--- config.mk ---
export PLATFORM = sky130hd
export DESIGN_NAME = id_issue_ctrl
export DESIGN_NICKNAME = d
export VERILOG_FILES = /design/src/rtl/id_issue_ctrl_pkg.sv /design/src/rtl/id_issue_ctrl_decoder.sv /design/src/rtl/id_issue_ctrl_scoreboard.sv /design/src/rtl/id_issue_ctrl.sv
export SDC_FILE = /design/constraint.sdc
export NUM_CORES = 1
export LEC_CHECK = 0
export ABC_CLOCK_PERIOD_IN_PS = 4000
export BUFFER_PORTS_ARGS = -buffer_cell sky130_fd_sc_hd__buf_2
export CAP_MARGIN = 25
export CORE_ASPECT_RATIO = 0.75
export CORE_MARGIN = 2
export CORE_UTILIZATION = 28
export CTS_BUF_LIST = sky130_fd_sc_hd__clkbuf_8
export DETAILED_ROUTE_END_ITERATION = 10
export MAX_ROUTING_LAYER = met4
export PLACE_DENSITY = 0.55
export SLEW_MARGIN = 20
export SYNTH_ARGS = -nofsm -noshare
export SYNTH_HDL_FRONTEND = slang
export SYNTH_SLANG_ARGS = --single-unit
--- constraint.sdc ---
create_clock -name clk -period 4 [get_ports clk]
set_input_delay 1 -clock clk [delete_from_list [all_inputs] [get_ports clk]]
set_output_delay 1 -clock clk [all_outputs]
set_load 0.01 [all_outputs]
--- src/rtl/id_issue_ctrl_pkg.sv ---
// Shared definitions for the ID issue controller: RV32I major opcodes,
// controller state encoding and the hard-wired zero register index.
package id_issue_ctrl_pkg;

    localparam logic [4:0] X0 = 5'd0;

    localparam logic [6:0] OPC_LUI      = 7'b0110111;
    localparam logic [6:0] OPC_AUIPC    = 7'b0010111;
    localparam logic [6:0] OPC_JAL      = 7'b1101111;
    localparam logic [6:0] OPC_JALR     = 7'b1100111;
    localparam logic [6:0] OPC_BRANCH   = 7'b1100011;
    localparam logic [6:0] OPC_LOAD     = 7'b0000011;
    localparam logic [6:0] OPC_STORE    = 7'b0100011;
    localparam logic [6:0] OPC_OP_IMM   = 7'b0010011;
    localparam logic [6:0] OPC_OP       = 7'b0110011;
    localparam logic [6:0] OPC_MISC_MEM = 7'b0001111;
    localparam logic [6:0] OPC_SYSTEM   = 7'b1110011;

    typedef enum logic {
        ST_RUN  = 1'b0,
        ST_HALT = 1'b1
    } state_e;

endpackage

--- src/rtl/id_issue_ctrl_decoder.sv ---
// Combinational RV32I field decoder. Register pointers an instruction format
// does not use are returned as x0 so they never create false hazards.
module decoder
    import id_issue_ctrl_pkg::*;
(
    input  logic [31:0] instr_i,
    output logic [4:0]  rs1_o,
    output logic [4:0]  rs2_o,
    output logic [4:0]  rd_o,
    output logic [31:0] imm_o,
    output logic        invalid_o
);

    always_comb begin
        rs1_o     = X0;
        rs2_o     = X0;
        rd_o      = X0;
        imm_o     = '0;
        invalid_o = 1'b0;
        case (instr_i[6:0])
            OPC_LUI, OPC_AUIPC: begin
                rd_o  = instr_i[11:7];
                imm_o = {instr_i[31:12], 12'b0};
            end
            OPC_JAL: begin
                rd_o  = instr_i[11:7];
                imm_o = {{11{instr_i[31]}}, instr_i[31], instr_i[19:12],
                         instr_i[20], instr_i[30:21], 1'b0};
            end
            OPC_JALR, OPC_LOAD, OPC_OP_IMM, OPC_SYSTEM: begin
                rd_o  = instr_i[11:7];
                rs1_o = instr_i[19:15];
                imm_o = {{20{instr_i[31]}}, instr_i[31:20]};
            end
            OPC_STORE: begin
                rs1_o = instr_i[19:15];
                rs2_o = instr_i[24:20];
                imm_o = {{20{instr_i[31]}}, instr_i[31:25], instr_i[11:7]};
            end
            OPC_BRANCH: begin
                rs1_o = instr_i[19:15];
                rs2_o = instr_i[24:20];
                imm_o = {{19{instr_i[31]}}, instr_i[31], instr_i[7],
                         instr_i[30:25], instr_i[11:8], 1'b0};
            end
            OPC_OP: begin
                rd_o  = instr_i[11:7];
                rs1_o = instr_i[19:15];
                rs2_o = instr_i[24:20];
            end
            OPC_MISC_MEM: begin
                imm_o = '0;
            end
            default: invalid_o = 1'b1;
        endcase
    end

endmodule

--- src/rtl/id_issue_ctrl_scoreboard.sv ---
// 32-entry busy vector for in-flight destination registers. A set and a clear
// of the same index in one cycle leaves the entry busy; x0 is never busy.
module id_scoreboard
    import id_issue_ctrl_pkg::*;
#(
    parameter bit WB_BYPASS = 1'b1
) (
    input  logic       clk,
    input  logic       rst_n,
    input  logic       set_en_i,
    input  logic [4:0] set_idx_i,
    input  logic       clr_en_i,
    input  logic [4:0] clr_idx_i,
    input  logic [4:0] rs1_i,
    input  logic [4:0] rs2_i,
    input  logic [4:0] rd_i,
    output logic       rs1_busy_o,
    output logic       rs2_busy_o,
    output logic       rd_busy_o
);

    logic [31:0] busy_q;
    logic [31:0] busy_d;
    logic [31:0] set_mask;
    logic [31:0] clr_mask;
    logic [31:0] view;

    always_comb begin
        set_mask = set_en_i ? (32'd1 << set_idx_i) : '0;
        clr_mask = clr_en_i ? (32'd1 << clr_idx_i) : '0;
        busy_d   = (busy_q & ~clr_mask) | set_mask;
        busy_d[X0] = 1'b0;
        // With bypass, a writeback in this cycle already frees its register.
        view     = WB_BYPASS ? (busy_q & ~clr_mask) : busy_q;
    end

    assign rs1_busy_o = view[rs1_i];
    assign rs2_busy_o = view[rs2_i];
    assign rd_busy_o  = view[rd_i];

    always_ff @(posedge clk or negedge rst_n) begin
        if (!rst_n) begin
            busy_q <= '0;
        end else begin
            busy_q <= busy_d;
        end
    end

endmodule

--- src/rtl/id_issue_ctrl.sv ---
// Decode-stage sequencer: decodes IF instructions into the ID/EX register,
// stalls on RAW/WAW hazards against in-flight writes and halts on illegal opcodes.
module id_issue_ctrl
    import id_issue_ctrl_pkg::*;
#(
    parameter bit WB_BYPASS = 1'b1
) (
    input  logic        clk,
    input  logic        rstn_i,
    input  logic        if_valid_i,
    output logic        if_ready_o,
    input  logic [31:0] if_instr_i,
    input  logic [31:0] if_pc_i,
    output logic        ex_valid_o,
    input  logic        ex_ready_i,
    output logic [31:0] ex_instr_o,
    output logic [31:0] ex_pc_o,
    output logic [4:0]  ex_rs1_o,
    output logic [4:0]  ex_rs2_o,
    output logic [4:0]  ex_rd_o,
    output logic [31:0] ex_imm_o,
    input  logic        wb_valid_i,
    input  logic [4:0]  wb_rd_i,
    input  logic        flush_i,
    output logic        illegal_o,
    output logic [31:0] illegal_pc_o,
    output logic        halted_o
);

    state_e      state_q, state_d;
    logic        ex_valid_q, ex_valid_d;
    logic [31:0] ex_instr_q, ex_instr_d;
    logic [31:0] ex_pc_q, ex_pc_d;
    logic [4:0]  ex_rs1_q, ex_rs1_d;
    logic [4:0]  ex_rs2_q, ex_rs2_d;
    logic [4:0]  ex_rd_q, ex_rd_d;
    logic [31:0] ex_imm_q, ex_imm_d;
    logic        illegal_q, illegal_d;
    logic [31:0] illegal_pc_q, illegal_pc_d;

    logic [4:0]  dec_rs1, dec_rs2, dec_rd;
    logic [31:0] dec_imm;
    logic        dec_invalid;
    logic        rs1_busy, rs2_busy, rd_busy;
    logic        ex_rd_live;
    logic        hz;
    logic        accept;
    logic        issue;

    decoder u_decoder (
        .instr_i   (if_instr_i),
        .rs1_o     (dec_rs1),
        .rs2_o     (dec_rs2),
        .rd_o      (dec_rd),
        .imm_o     (dec_imm),
        .invalid_o (dec_invalid)
    );

    id_scoreboard #(
        .WB_BYPASS (WB_BYPASS)
    ) u_scoreboard (
        .clk        (clk),
        .rst_n      (rstn_i),
        .set_en_i   (issue && (ex_rd_q != X0)),
        .set_idx_i  (ex_rd_q),
        .clr_en_i   (wb_valid_i),
        .clr_idx_i  (wb_rd_i),
        .rs1_i      (dec_rs1),
        .rs2_i      (dec_rs2),
        .rd_i       (dec_rd),
        .rs1_busy_o (rs1_busy),
        .rs2_busy_o (rs2_busy),
        .rd_busy_o  (rd_busy)
    );

    // The instruction in ID/EX has not set its scoreboard bit yet, so compare directly.
    assign ex_rd_live = ex_valid_q && (ex_rd_q != X0);
    assign hz = rs1_busy || rs2_busy || rd_busy
             || (ex_rd_live && ((dec_rs1 == ex_rd_q) || (dec_rs2 == ex_rd_q)
                                || (dec_rd == ex_rd_q)));

    assign if_ready_o = (state_q == ST_RUN) && !flush_i && !hz
                     && (!ex_valid_q || ex_ready_i);
    assign accept     = if_valid_i && if_ready_o;
    assign issue      = ex_valid_q && ex_ready_i;

    always_comb begin
        state_d      = state_q;
        ex_valid_d   = ex_valid_q;
        ex_instr_d   = ex_instr_q;
        ex_pc_d      = ex_pc_q;
        ex_rs1_d     = ex_rs1_q;
        ex_rs2_d     = ex_rs2_q;
        ex_rd_d      = ex_rd_q;
        ex_imm_d     = ex_imm_q;
        illegal_d    = 1'b0;
        illegal_pc_d = illegal_pc_q;
        if (flush_i) begin
            ex_valid_d = 1'b0;
            state_d    = ST_RUN;
        end else if (accept && !dec_invalid) begin
            ex_valid_d = 1'b1;
            ex_instr_d = if_instr_i;
            ex_pc_d    = if_pc_i;
            ex_rs1_d   = dec_rs1;
            ex_rs2_d   = dec_rs2;
            ex_rd_d    = dec_rd;
            ex_imm_d   = dec_imm;
        end else begin
            if (issue) begin
                ex_valid_d = 1'b0;
            end
            if (accept && dec_invalid) begin
                illegal_d    = 1'b1;
                illegal_pc_d = if_pc_i;
                state_d      = ST_HALT;
            end
        end
    end

    always_ff @(posedge clk or negedge rstn_i) begin
        if (!rstn_i) begin
            state_q      <= ST_RUN;
            ex_valid_q   <= 1'b0;
            ex_instr_q   <= '0;
            ex_pc_q      <= '0;
            ex_rs1_q     <= '0;
            ex_rs2_q     <= '0;
            ex_rd_q      <= '0;
            ex_imm_q     <= '0;
            illegal_q    <= 1'b0;
            illegal_pc_q <= '0;
        end else begin
            state_q      <= state_d;
            ex_valid_q   <= ex_valid_d;
            ex_instr_q   <= ex_instr_d;
            ex_pc_q      <= ex_pc_d;
            ex_rs1_q     <= ex_rs1_d;
            ex_rs2_q     <= ex_rs2_d;
            ex_rd_q      <= ex_rd_d;
            ex_imm_q     <= ex_imm_d;
            illegal_q    <= illegal_d;
            illegal_pc_q <= illegal_pc_d;
        end
    end

    assign ex_valid_o   = ex_valid_q;
    assign ex_instr_o   = ex_instr_q;
    assign ex_pc_o      = ex_pc_q;
    assign ex_rs1_o     = ex_rs1_q;
    assign ex_rs2_o     = ex_rs2_q;
    assign ex_rd_o      = ex_rd_q;
    assign ex_imm_o     = ex_imm_q;
    assign illegal_o    = illegal_q;
    assign illegal_pc_o = illegal_pc_q;
    assign halted_o     = (state_q == ST_HALT);

endmodule
======== Yosys cells after proc, flatten, opt, wreduce, memory -nomap -nowiden ========
Cells that the tools add are included.
storage, ports and cells
  bits in registers ....................... 177
  logic and storage cells ................. 90
  output and inout bits ................... 147
operators by class
  bitwise logic cells ..................... 6
  equal/unequal tests ..................... 15
  shift operators ......................... 2
  mux-type cells .......................... 22
  reductions and logical operators ........ 31
  $lt $le $gt $ge ......................... 3
operators by type and width
  cell                                                                           count
  32-bit case mux with 5 select lines                                            1
  32-bit 2-to-1 mux                                                              2
  1-bit by 5-bit left shift with 32-bit output (first input constant)            2
  32-bit AND                                                                     1
  32-bit NOT                                                                     1
  32-bit bitwise OR                                                              1
  7-bit equality test (second input constant)                                    4
  7-bit by 6-bit equality test with 1-bit output (second input constant)         3
  5-bit by 6-bit less-than comparator with 1-bit output (second input constant)  3
  1-bit binary-select mux with 5-bit select                                      3
  5-bit equality test                                                            3
  5-bit 2-to-1 mux                                                               3
  7-bit by 5-bit equality test with 1-bit output (second input constant)         2
  1-bit 2-to-1 mux                                                               13
  11-bit OR reduction                                                            1
  1-bit logical AND                                                              10
  8-bit OR reduction                                                             1
  7-bit by 2-bit equality test with 1-bit output (second input constant)         1
  7-bit by 4-bit equality test with 1-bit output (second input constant)         1
  7-bit OR reduction                                                             1
  1-bit logical OR                                                               6
  5-bit nonzero test                                                             1
  2-bit AND reduction                                                            2
  4-bit OR reduction                                                             1
  other kinds (8)                                                                12

======== Longest topological paths before layout ========
Gate-level depths: netlist of the first run.
  depth after elaboration ................. 17
  mapped depth ............................ 12
  gate-level depth less buffers ........... 8

======== By module ========
From an unflattened synthesis of the first run, not the netlist that was laid out.
second synthesis, totals
  cells, all modules ...................... 774
  area, all modules ....................... 9327.7 um^2
modules (own cells, without submodules)
  module         times used  seq. area each (um^2)  area an instance (um^2)  cells each
  id_issue_ctrl  1           3653.5                 5954.5                   340
  id_scoreboard  1           775.7                  2656.3                   326
  decoder        1           0.0                    716.9                    108

======== Least setup slack after synthesis of the first run ========
Ideal clock, no wire load.
  path type ............................... input -> output
  start ................................... input port wb_valid_i
  end ..................................... output port if_ready_o
  setup slack ............................. -0.470 ns
  arrival time ............................ 3.470 ns
  stages on the path ...................... 8
  buffers on the path ..................... 1
  data required time ...................... 3.000 ns
  cells stage by stage .................... buf_2 or4b_1 o21ai_2 mux4_2 a2111oi_0 a211o_1 or4_4 nor4b_1
on the way
  word-level cells in the longest chain between the ends .. 11
  elaborated cells between the ends (all ways) .. 15
  those cells by class .................... mux: 7; bitwise: 2; reduce/logical: 6
ends and longest elaborated chain
  item                                                          RTL line                                                        RTL
  from (decl)                                                   id_issue_ctrl.sv:22                                             input logic wb_valid_i,
  32-bit 2-to-1 mux *                                           id_issue_ctrl_scoreboard.sv:30                                  clr_mask = clr_en_i ? (32'd1 << clr_idx_i) : '0;
  32-bit NOT *                                                  id_issue_ctrl_scoreboard.sv:34                                  view = WB_BYPASS ? (busy_q & ~clr_mask) : busy_q;
  32-bit AND *                                                  id_issue_ctrl_scoreboard.sv:34
  1-bit binary-select mux with 5-bit select (on tied branches)  id_issue_ctrl_scoreboard.sv:37, id_issue_ctrl_scoreboard.sv:38
  1-bit 2-to-1 mux (on tied branches)                           id_issue_ctrl_scoreboard.sv:37, id_issue_ctrl_scoreboard.sv:38
  1-bit logical OR                                              id_issue_ctrl.sv:78                                             assign hz = rs1_busy || rs2_busy || rd_busy
  1-bit logical OR *                                            id_issue_ctrl.sv:78
  1-bit logical OR *                                            id_issue_ctrl.sv:79                                             || (ex_rd_live && ((dec_rs1 == ex_rd_q) || (dec_rs2 == ex_rd_q)
  1-bit zero test *                                             id_issue_ctrl.sv:82                                             assign if_ready_o = (state_q == ST_RUN) && !flush_i && !hz
  1-bit logical AND *                                           id_issue_ctrl.sv:82
  1-bit logical AND *                                           id_issue_ctrl.sv:83                                             && (!ex_valid_q || ex_ready_i);
  to (decl)                                                     id_issue_ctrl.sv:11                                             output logic if_ready_o,
Mark *: on every way between the ends. The rest lies on a longest branch, timed or not. The select of a mux whose other input is x is not followed.

======== Worst setup path after layout of the first run ========
  start ................................... input port wb_rd_i[0]
  end ..................................... output port if_ready_o
on the way
  word-level cells in the longest chain between the ends .. 12
  elaborated cells between the ends (all ways) .. 16
  those cells by class .................... shift: 1; mux: 7; bitwise: 2; reduce/logical: 6
ends and longest elaborated chain
  item                                                          RTL line                                                        RTL
  from (decl)                                                   id_issue_ctrl.sv:23                                             input logic [4:0] wb_rd_i,
  1-bit by 5-bit left shift with 32-bit output *                id_issue_ctrl_scoreboard.sv:30
  32-bit 2-to-1 mux *                                           id_issue_ctrl_scoreboard.sv:30
  32-bit NOT *                                                  id_issue_ctrl_scoreboard.sv:34
  32-bit AND *                                                  id_issue_ctrl_scoreboard.sv:34
  1-bit binary-select mux with 5-bit select (on tied branches)  id_issue_ctrl_scoreboard.sv:37, id_issue_ctrl_scoreboard.sv:38
  1-bit 2-to-1 mux (on tied branches)                           id_issue_ctrl_scoreboard.sv:37, id_issue_ctrl_scoreboard.sv:38
  1-bit logical OR                                              id_issue_ctrl.sv:78
  1-bit logical OR *                                            id_issue_ctrl.sv:78
  1-bit logical OR *                                            id_issue_ctrl.sv:79
  1-bit zero test *                                             id_issue_ctrl.sv:82
  1-bit logical AND *                                           id_issue_ctrl.sv:82
  1-bit logical AND *                                           id_issue_ctrl.sv:83
Marked as above.

==> impl_results.md, run 1 <==
- IO Pins: between 200 and 250
- Core area: just over 30000 µm²
- PnR worst setup slack: -576 ps
- Final setup vio count: 1
- Failing checks: setup timing
- Slew Viols, Final: 0
- Die height: around 160 µm
- Wirelength per Cell: 21.1 µm
- CTS Buffer Depth: 2
- Num CTS Buffers: 17
- CTS tree: yes
- Worst setup SP type: input port
- Multi-input logic area: 4000 µm²
- GR Util met3: under 10%
- Post-DRT Antenna Nets: 0
- First-pass GRT wire length: between 40 and 50 mm
- Synth top area cells: dfrtp_1 50%, mux2_2 8.7%, mux2_1 5.4%
- Post-placement setup slack: -543 ps
- YS warnings: 0
- Largest net degree at the start of global routing: 102
- Hold Vio Cnt, Final: 0
- Rel. slew slack: roughly 40%
- Vias per cell: ~5
- Worst-Skew Late Latency: roughly 500 ps
- Die width: approximately 210 µm
- Measured slew at the worst slew-check pin: between 900 and 1000 ps
- Synth top area share: between 50% and 60%
- Critical Path RT: roughly 3000 ps
- CTS HTree Levels: 4
- Fmax: about 220 MHz
- Hold Path Class: register to register
- Design area: 11900 µm²
- Status: finished, violations left
- Post-DP HPWL: about 25 mm
- Gr busiest metal: met1
- Minimum clock period: 4580 ps
- Gr usage total: 20.4%
- Cell Pwr Density: 411 nW/µm²
- Met2 usage: a little over a quarter
- Clk slew on worst S/H paths: approximately 100 ps
- Register Area: about 4400 µm²
- Initial Utilization: about 28%
- DRC violations left: 0
- Synthesized flop and latch total: between 150 and 200
- Cell variety after synth: 67
- Net Count, Synth: ~860
- Via Count: around 7700
- Drt first-iter violations: roughly 660
- Top FF cell, synth: dfrtp_1
- Avg Inst Size Synth: around 11 µm²
- Post-Place Cell Area: about 11000 µm²
- Clock Skew: around 23 ps
- Leak: roughly 5.7 nW
- Mapped Cells: roughly 780
- Share of cells above drive strength 1: 44.4%
- Overall die area: approximately 33000 µm²
- Placer Congestion: 0.985
- Crit. End Element: primary output
- Async SR Flop Fraction: 100%
- Register area share after synthesis: approximately 50%
- Number of global-route vias before repair: 7565
- Count leader, synth: dfrtp_1
- Crit path DAT: between 3000 and 4000 ps
- RSZ-0062 raised after global routing: yes
- Area grow syn2layout: 35.6%
- Number of nets in the finished design: 1192
- Total of max-cap violations: 0
- Peak supply drop: around 310 µV
- Peak fanout along the critical path: 8
- CTS Root Cell: clkbuf_8
- First drt pass iteration count: 5
- Tcrit/Tclk final: 114%
- Rows: 56
- Global-route track usage on met1: 28.9%
- PortBufs: approximately 220
- Commonest cells post-synth: 177 x dfrtp_1, 71 x o21ai_0, 68 x mux2_2, 48 x inv_1, 43 x mux2i_1
- Critical path class: input port to primary output
- WL final: 32.4 mm
- TritonCTS sink count: approximately 180
- Initial antenna violation count: 1
- Fill cells: 3096
- Post-synth top area cell: dfrtp_1
- Grt ovf: 0
- EDFF count, synth: 0
- Mapped Area: between 8000 and 9000 µm²
-- kinds of logic (layout without fill, tap and decap cells) --
kind of cell    after synthesis  in the layout  share of synthesized area, %
mux                         159            159                          20.5
flops                       177            177                          50.4
xor+xnor                      9              9                         0.896
buf+inv                     103            449                          5.05
simple gates                150            150                          9.27
compound gates              186            186                          13.9
other cells                   0              2                             0
-- critical path, stage by stage --
cell and delay, ps:
buf_2 150, or4b_4 580, o21ai_4 160, mux4_2 270, a2111oi_2 70, a211o_1 270, or4_4 530, nor4b_4 370
buf_2 190
-- power by group --
part	total (mW)	internal, mW	leakage (nW)	switching (mW)
Sequential	2.24	2.08	2.24	0.163
Combinational	1.16	0.516	3.24	0.642
Clock	1.51	0.767	0.233	0.740
-- state kept, by name (all words and copies together), names as in the netlist, 5 cells and up --
register	cells
ex_rs1_o	5
ex_rs2_o	5
ex_pc_o	32
u_scoreboard.busy_q	31
ex_imm_o	32
illegal_pc_o	32
ex_rd_o	5
ex_instr_o	32
-- cells in the final DEF, fill, tap and decap left out, types with 8 or more instances in the layout --
cell type	n
buf_2	218
dfrtp_1	177
buf_4	141
mux2_2	68
o21ai_0	67
inv_1	48
mux2i_1	43
mux2_1	42
nand2_1	35
nor2_1	29
a21oi_1	20
clkbuf_8	18
o211ai_1	17
nand3_1	15
or2_2	10
nor3_1	10
o2111ai_1	9
a31oi_1	8
-- cell type report --
| class | instances | share of cell area (%) |
|---|---|---|
| diodes | 2 | 0.0420 |
| clock buffers | 17 | 1.96 |
| clock inverters | 15 | 2.11 |
| inverters | 48 | 1.51 |
| multi-input cells | 504 | 33.5 |
| flip-flops and latches | 177 | 37.1 |
| well taps | 406 | 4.26 |
| repair buffers | 369 | 19.5 |
-- through the flow --
step           power [mW]  util (%)  TNS (ps)  hold slack (ps)  cells
2_1_floorplan        2.81         -      -132              511    784
3_3_place_gp         3.42      36.6    -35690              450   1502
3_5_place_dp         3.44      36.6    -36410              456   1502
4_1_cts              4.98      38.3      -510              480   1535
5_1_grt              5.18      38.3      -626              483   1537
6_report             4.91      38.3      -576              468   1538
-- path summary, 6_finish.rpt --
| check | start | end | slack (ps) | depth (start not counted) |
|---|---|---|---|---|
| worst max register to register | ex_rd_o[4] | ex_instr_o[15] | 800 | 10 |
| worst min-delay path | ex_instr_o[0] | ex_instr_o[0] | 470 | 1 |
| min in group asynchronous | rstn_i | ex_imm_o[28] | 610 | 1 |
| worst max-delay path | wb_rd_i[0] | if_ready_o | -580 | 9 |
| worst min register to register | ex_instr_o[0] | ex_instr_o[0] | 470 | 1 |
| max in group asynchronous | rstn_i | u_scoreboard.busy_q[28] | 2570 | 2 |
-- metal layers --
| layer | up-vias | part of all wire [%] |
|---|---|---|
| li1 | 3539 | - |
| met1 | 3819 | 48 |
| met2 | 337 | 40 |
| met3 | 36 | 9.5 |
| met4 | 0 | 2.0 |
| met5 | - | 0 |
-- repair_timing --
action,CTS,global route
resized for setup,4,8
hold buffers,0,0
pin swaps,2,2
endpoints found under the setup margin,1,57
buffers inserted,1,1
No activity file was read; power rests on OpenSTA's default activity.
==> run 2: changes to the inputs <==
--- a/config.mk
+++ b/config.mk
@@ -15,6 +15,7 @@
 export DETAILED_ROUTE_END_ITERATION = 10
 export MAX_ROUTING_LAYER = met4
 export PLACE_DENSITY = 0.55
+export SETUP_SLACK_MARGIN = 0.15
 export SLEW_MARGIN = 20
 export SYNTH_ARGS = -nofsm -noshare
 export SYNTH_HDL_FRONTEND = slang
==> run 2 against run 1 <==
  * The run still ends with setup timing left
  * Critical path depth stayed put
  * Sequential share of layout area fell by 2.7 points
  * Register-to-register slack got worse by 80 ps
==> impl_results.md, run 2 (same netlist as run 1, synthesis figures left out) <==
- Delay-heaviest family, CP: simple AND/OR/NAND/NOR gates
- PnR worst setup slack: -641 ps (-64.6 ps)
- Number of nets in the finished design: 1246 (+4.5%)
- Buf/Inv on CP: 2 (unchanged)
- Wirelength per Cell: 22.2 µm (+5.2%)
- Min-delay src: ex_instr_o[0]
- Area grow syn2layout: 46.3%
- Crit-path cells: buf_8 > or4b_4 > o21ai_4 > mux4_2 > a2111oi_4 > a211o_1 > or4_4 > nor4b_4 > buf_2
- Placer Congestion: 1.00 (+1.6%)
- Origin of the critical flop-to-flop path: u_scoreboard.busy_q[18]
- Initial antenna violation count: 1 (unchanged)
- Rows: 56 (unchanged)
- Overall die area: 32900 µm² (unchanged)
- Minimum clock period: 4640 ps (+64.6 ps)
- Share of cells above drive strength 1: 50.2% (+5.8 points)
- Worst reg-to-reg setup slack: 720 ps (-80 ps)
- Crit. End Element: primary output
- Total of max-cap violations: 0 (unchanged)
- Number of global-route vias before repair: 7774 (+2.8%)
- TritonCTS sink count: 177 (unchanged)
- Core area: 31100 µm² (unchanged)
- CTS Root Cell: clkbuf_8
- RSZ-0062 raised after global routing: yes
- Hold Path Class: register to register
- Final setup vio count: 1 (unchanged)
- Leak: 6.12 nW (+7.0%)
- Commonest cells after routing, fill and taps aside: 216 x buf_2, 177 x dfrtp_1, 158 x buf_4, 70 x o21ai_0, 62 x mux2_4
- Commonest non-fill, non-tap cell in the layout: buf_2
- Final Power: 4.84 mW (-1.4%)
- Drt first-iter violations: 861 (+31%)
- Failing checks: setup timing
- R2R cell count: 12 (+2)
- Via Count: 8114 (+5.0%)
- Worst-Skew Late Latency: 500 ps (about the same)
- CP max stage delay: 590 ps (about the same)
- Post-DP HPWL: 25.9 mm (+4.1%)
- Gr usage total: 21.2% (+0.79 points)
- Initial Utilization: 28.3% (unchanged)
- CTS tree: yes
- Die width: 209 µm (unchanged)
- Worst setup SP type: input port
- Rel. slew slack: 36.0% (-3.5 points)
- CTS Buffer Depth: 2 (unchanged)
- IO Pins: 222 (unchanged)
- Measured slew at the worst slew-check pin: 959 ps (+52.1 ps)
- DP Cell Count: 1526 (+1.6%)
- Fill cells: 3040 (-1.8%)
- Grt ovf: 0 (unchanged)
- Fmax: 215 MHz (-1.4%)
- Post-Layout Cell Count: 1590 (+3.4%)
- Die height: 157 µm (unchanged)
- Min-Delay Endpoint: ex_instr_o[0]
- Clock Skew: 19.3 ps (-3.67 ps)
- First-pass GRT wire length: 49.9 mm (+3.8%)
- First drt pass iteration count: 5 (unchanged)
- Clk slew on worst S/H paths: 90 ps (about the same)
- Hold Vio Cnt, Final: 0 (unchanged)
- Slowest stage cell on the critical path: or4_4
- Status: finished, violations left
- Largest net degree at the start of global routing: 113 (+11%)
- WL final: 35.3 mm (+8.8%)
- Num CTS Buffers: 17 (unchanged)
- Hold_ws: 491 ps (+23.2 ps)
- Tcrit/Tclk final: 116% (+1.6 points)
- Slew Viols, Final: 0 (unchanged)
- Critical path class: input port to primary output
- Peak supply drop: 294 µV (-5.9%)
- Cell Pwr Density: 376 nW/µm² (-8.6%)
- Crit path DAT: 3640 ps (+60 ps)
- PortBufs: 221 (unchanged)
- Vias per cell: 5.10 (+1.5%)
- Hold-fix buffers at CTS: 0 (unchanged)
- Post-DRT Antenna Nets: 0 (unchanged)
- Hold path cells: 1 (unchanged)
- CTS HTree Levels: 4 (unchanged)
- DRC violations left: 0 (unchanged)
- Peak fanout along the critical path: 7 (-1)
- RR Endpoint: ex_pc_o[11]
- Critical Path RT: 3000 ps (about the same)
-- run 2: cell count changes in the layout (fill, tap and decap cells not counted), sizes merged --
cell,delta
inv,-1
clkinvlp,+1
bufinv,-2
diode,-1
clkbuf,+6
buf,+48
clkinv,+1
-- run 2: area by class of cell --
| class | count | area (µm²) | share of cell area, % |
|---|---|---|---|
| flip-flops and latches | 177 | 4430 | 34.4 |
| well taps | 406 | 508 | 3.95 |
| multi-input cells | 504 | 4250 | 33.0 |
| diodes | 1 | 2.50 | 0.0194 |
| clock buffers | 17 | 234 | 1.82 |
| clock inverters | 14 | 165 | 1.28 |
| repair buffers | 423 | 3100 | 24.1 |
| inverters | 48 | 180 | 1.40 |
-- run 2: timing repair --
action | CTS | global route
pin swaps | 1 | 5
endpoints found under the setup margin | 1 | 93
gates cloned | 0 | 10
buffers inserted | 0 | 22
resized for setup | 2 | 112
-- run 2: worst max-delay path by stage --
stage	end	depth (start not counted)	from	slack, ps
floorplan	if_ready_o	8	wb_valid_i	-130
global placement	if_ready_o	9	wb_rd_i[2]	-560
detailed placement	if_ready_o	9	wb_rd_i[2]	-610
CTS	if_ready_o	9	wb_rd_i[2]	-580
global route	if_ready_o	9	wb_rd_i[2]	-680
finish	if_ready_o	9	wb_rd_i[2]	-640
-- run 2: layer usage --
| layer | GRT usage (%) | wire [µm] |
|---|---|---|
| met2 | 28.7 | 14500 |
| met4 | 4.86 | 438 |
| met3 | 5.75 | 3210 |
| met1 | 30.9 | 17100 |
| met5 | - | 0 |
-- run 2: report_power, final --
part	total, mW	switching (mW)	internal (mW)
Sequential	2.25	0.165	2.08
Combinational	1.27	0.666	0.607
Clock	1.32	0.709	0.613
Total	4.84	1.54	3.30
-- run 2: per-stage QoR --
| step | utilization [%] | TNS [ps] | area, µm² | setup WS (ps) |
|---|---|---|---|---|
| floorplan | - | -132 | 8850 | -132 |
| global placement | 37.3 | -42990 | 11600 | -557 |
| detailed placement | 37.3 | -29100 | 11600 | -611 |
| CTS | 38.7 | -585 | 12000 | -585 |
| global route | 41.4 | -718 | 12900 | -681 |
| finish | 41.4 | -641 | 12900 | -641 |
==> run 3: changes to the inputs <==
--- a/config.mk
+++ b/config.mk
@@ -13,7 +13,6 @@
 export CORE_UTILIZATION = 28
 export CTS_BUF_LIST = sky130_fd_sc_hd__clkbuf_8
 export DETAILED_ROUTE_END_ITERATION = 10
-export MAX_ROUTING_LAYER = met4
 export PLACE_DENSITY = 0.55
 export SETUP_SLACK_MARGIN = 0.15
 export SLEW_MARGIN = 20
==> run 3 against run 2 <==
  * The flow still finishes with violations (setup timing)
  * Register-to-register slack about the same
  * Setup slack better by 100 ps
  * Clock power grew 11%
  * Largest cell class unchanged
  * Routed wire length down 0.79%
  * Worst hold slack worse by 9.3 ps
==> impl_results.md, run 3 (same netlist as run 1, synthesis figures left out) <==
- Status: finished, violations left
- Failing checks: setup timing
- Die height: 157 µm (unchanged)
- Worst setup SP type: input port
- WL final: 35.0 mm (-0.79%)
- Hold Path Class: register to register
- Drt first-iter violations: 753 (-13%)
- Slew Viols, Final: 0 (unchanged)
- Logic pwr share: 25.7% (-0.6 points)
- Worst-Skew Late Latency: 510 ps (about the same)
- Tcrit/Tclk final: 113% (-2.6 points)
- Area grow syn2layout: 46.9%
- Post-placement setup slack: -740 ps (-129 ps)
- Cell Pwr Density: 387 nW/µm² (+2.9%)
- PnR worst setup slack: -538 ps (+103 ps)
- Total of max-cap violations: 0 (unchanged)
- Critical path class: input port to primary output
- Crit. End Element: primary output
- First-pass GRT wire length: 51.0 mm (+2.2%)
- Hold Vio Cnt, Final: 0 (unchanged)
- CTS tree: yes
- Share of cells above drive strength 1: 50.3% (+0.086 points)
- Number of global-route vias before repair: 7920 (+1.9%)
- Critical Path RT: 3000 ps (about the same)
- Commonest cells after routing, fill and taps aside: 218 x buf_2, 177 x dfrtp_1, 151 x buf_4, 72 x mux2_4, 66 x o21ai_0
- Hold_ws: 482 ps (-9.26 ps)
- Fmax: 220 MHz (+2.3%)
- Final setup vio count: 1 (unchanged)
- Number of nets in the finished design: 1239 (-0.56%)
- N_diodes: 0 (-1)
- CTS Root Cell: clkbuf_8
- IO Pins: 222 (unchanged)
- Slowest stage cell on the critical path: or4b_4
- Minimum clock period: 4540 ps (-103 ps)
- Origin of the critical flop-to-flop path: ex_rd_o[2]
- Switch Pwr: 1.61 mW (+4.7%)
- Placer Congestion: 0.968 (-3.2%)
- Fill cells: 3081 (+1.3%)
- Worst setup path startpoint: wb_rd_i[2]
- Leak: 6.14 nW (+0.32%)
- Wirelength per Cell: 22.1 µm (-0.35%)
- Crit-path cells: buf_6 > or4b_4 > o21ai_4 > mux4_2 > a2111oi_2 > a211o_1 > or4_4 > nor4b_4 > buf_2
- Clock Power Share: 29.5% (+2.2 points)
- Min-delay src: ex_instr_o[0]
- Fin util: 41.5% (+0.19 points)
- Delay-heaviest family, CP: simple AND/OR/NAND/NOR gates
- Gr usage total: 21.1% (-0.070 points)
- Part of the power in registers: 44.9% (-1.5 points)
- Num CTS Buffers: 17 (unchanged)
- Peak supply drop: 349 µV (+19%)
- Buf/Inv on CP: 2 (unchanged)
- Vias per cell: 5.11 (+0.13%)
- Rows: 56 (unchanged)
- Rel. slew slack: 47.4% (+11 points)
- Die width: 209 µm (unchanged)
- DRC violations left: 0 (unchanged)
- RSZ-0062 raised after global routing: yes
- Clk slew on worst S/H paths: 100 ps (about the same)
- Commonest non-fill, non-tap cell in the layout: buf_2
- P_int: 3.39 mW (+2.7%)
- Core area: 31100 µm² (unchanged)
- Initial Utilization: 28.3% (unchanged)
- First drt pass iteration count: 5 (unchanged)
- Measured slew at the worst slew-check pin: 789 ps (-170 ps)
- Clock Skew: 30.9 ps (+11.6 ps)
- Overall die area: 32900 µm² (unchanged)
- Grt ovf: 0 (unchanged)
- Via Count: 8089 (-0.31%)
- Peak fanout along the critical path: 8 (+1)
- Crit path DAT: 3540 ps (-100 ps)
- TritonCTS sink count: 177 (unchanged)
- CTS Buffer Depth: 2 (unchanged)
- Post-DP HPWL: 25.4 mm (-2.0%)
- PortBufs: 221 (unchanged)
- Sw Share: 32.2% (+0.41 points)
- CTS HTree Levels: 4 (unchanged)
- Hold-fix buffers at CTS: 0 (unchanged)
- Post-DRT Antenna Nets: 0 (unchanged)
- Largest net degree at the start of global routing: 87 (-23%)
- CP max stage delay: 570 ps (-20 ps)
- Initial antenna violation count: 1 (unchanged)
-- run 3: final timing paths --
path,end,slack (ps),cells past startpoint
hold / removal,ex_instr_o[0],480,1
min in group asynchronous,ex_rs2_o[2],560,1
setup reg to reg,ex_pc_o[19],720,14
hold reg to reg,ex_instr_o[0],480,1
setup / recovery,if_ready_o,-540,9
max in group asynchronous,ex_instr_o[8],2520,2
-- run 3: timing repair --
item / CTS / global route
cloned: 6 / 2
pin swaps: 3 / 0
endpoints found under the setup margin: 109 / 106
gates resized for setup: 69 / 58
buffers inserted: 19 / 13
-- run 3: power by group through the flow --
stage	clock network (mW)	logic (mW)	registers, mW
floorplan	0	0.412	2.40
global placement	0	1.18	2.26
detailed placement	0	1.18	2.27
CTS	1.52	1.25	2.24
global route	1.58	1.38	2.29
finish	1.47	1.28	2.24
-- run 3: routing by layer --
metal	vias to the layer above	part of all wire [%]	global-route usage, %
met4	0	1.9	6.77
met3	44	9.2	6.28
met2	409	41	29.0
met1	4010	48	31.1
met5	-	0	0
li1	3626	-	-
-- run 3: layout make-up --
| cell class | instances | area (µm²) | share of cell area, % |
|---|---|---|---|
| multi-input cells | 504 | 4270 | 33.1 |
| clock inverters | 15 | 223 | 1.72 |
| clock buffers | 17 | 234 | 1.81 |
| well taps | 406 | 508 | 3.93 |
| inverters | 48 | 180 | 1.39 |
| repair buffers | 416 | 3080 | 23.8 |
| flip-flops and latches | 177 | 4430 | 34.3 |
-- run 3: stage by stage --
| step | std cells | instance area, µm² | TNS [ps] | power, mW |
|---|---|---|---|---|
| floorplan | 784 | 8850 | -132 | 2.81 |
| global placement | 1511 | 11500 | -88740 | 3.44 |
| detailed placement | 1511 | 11500 | -77830 | 3.46 |
| CTS | 1568 | 12600 | -549 | 5.01 |
| global route | 1583 | 12900 | -1910 | 5.25 |
| finish | 1583 | 12900 | -538 | 5.00 |
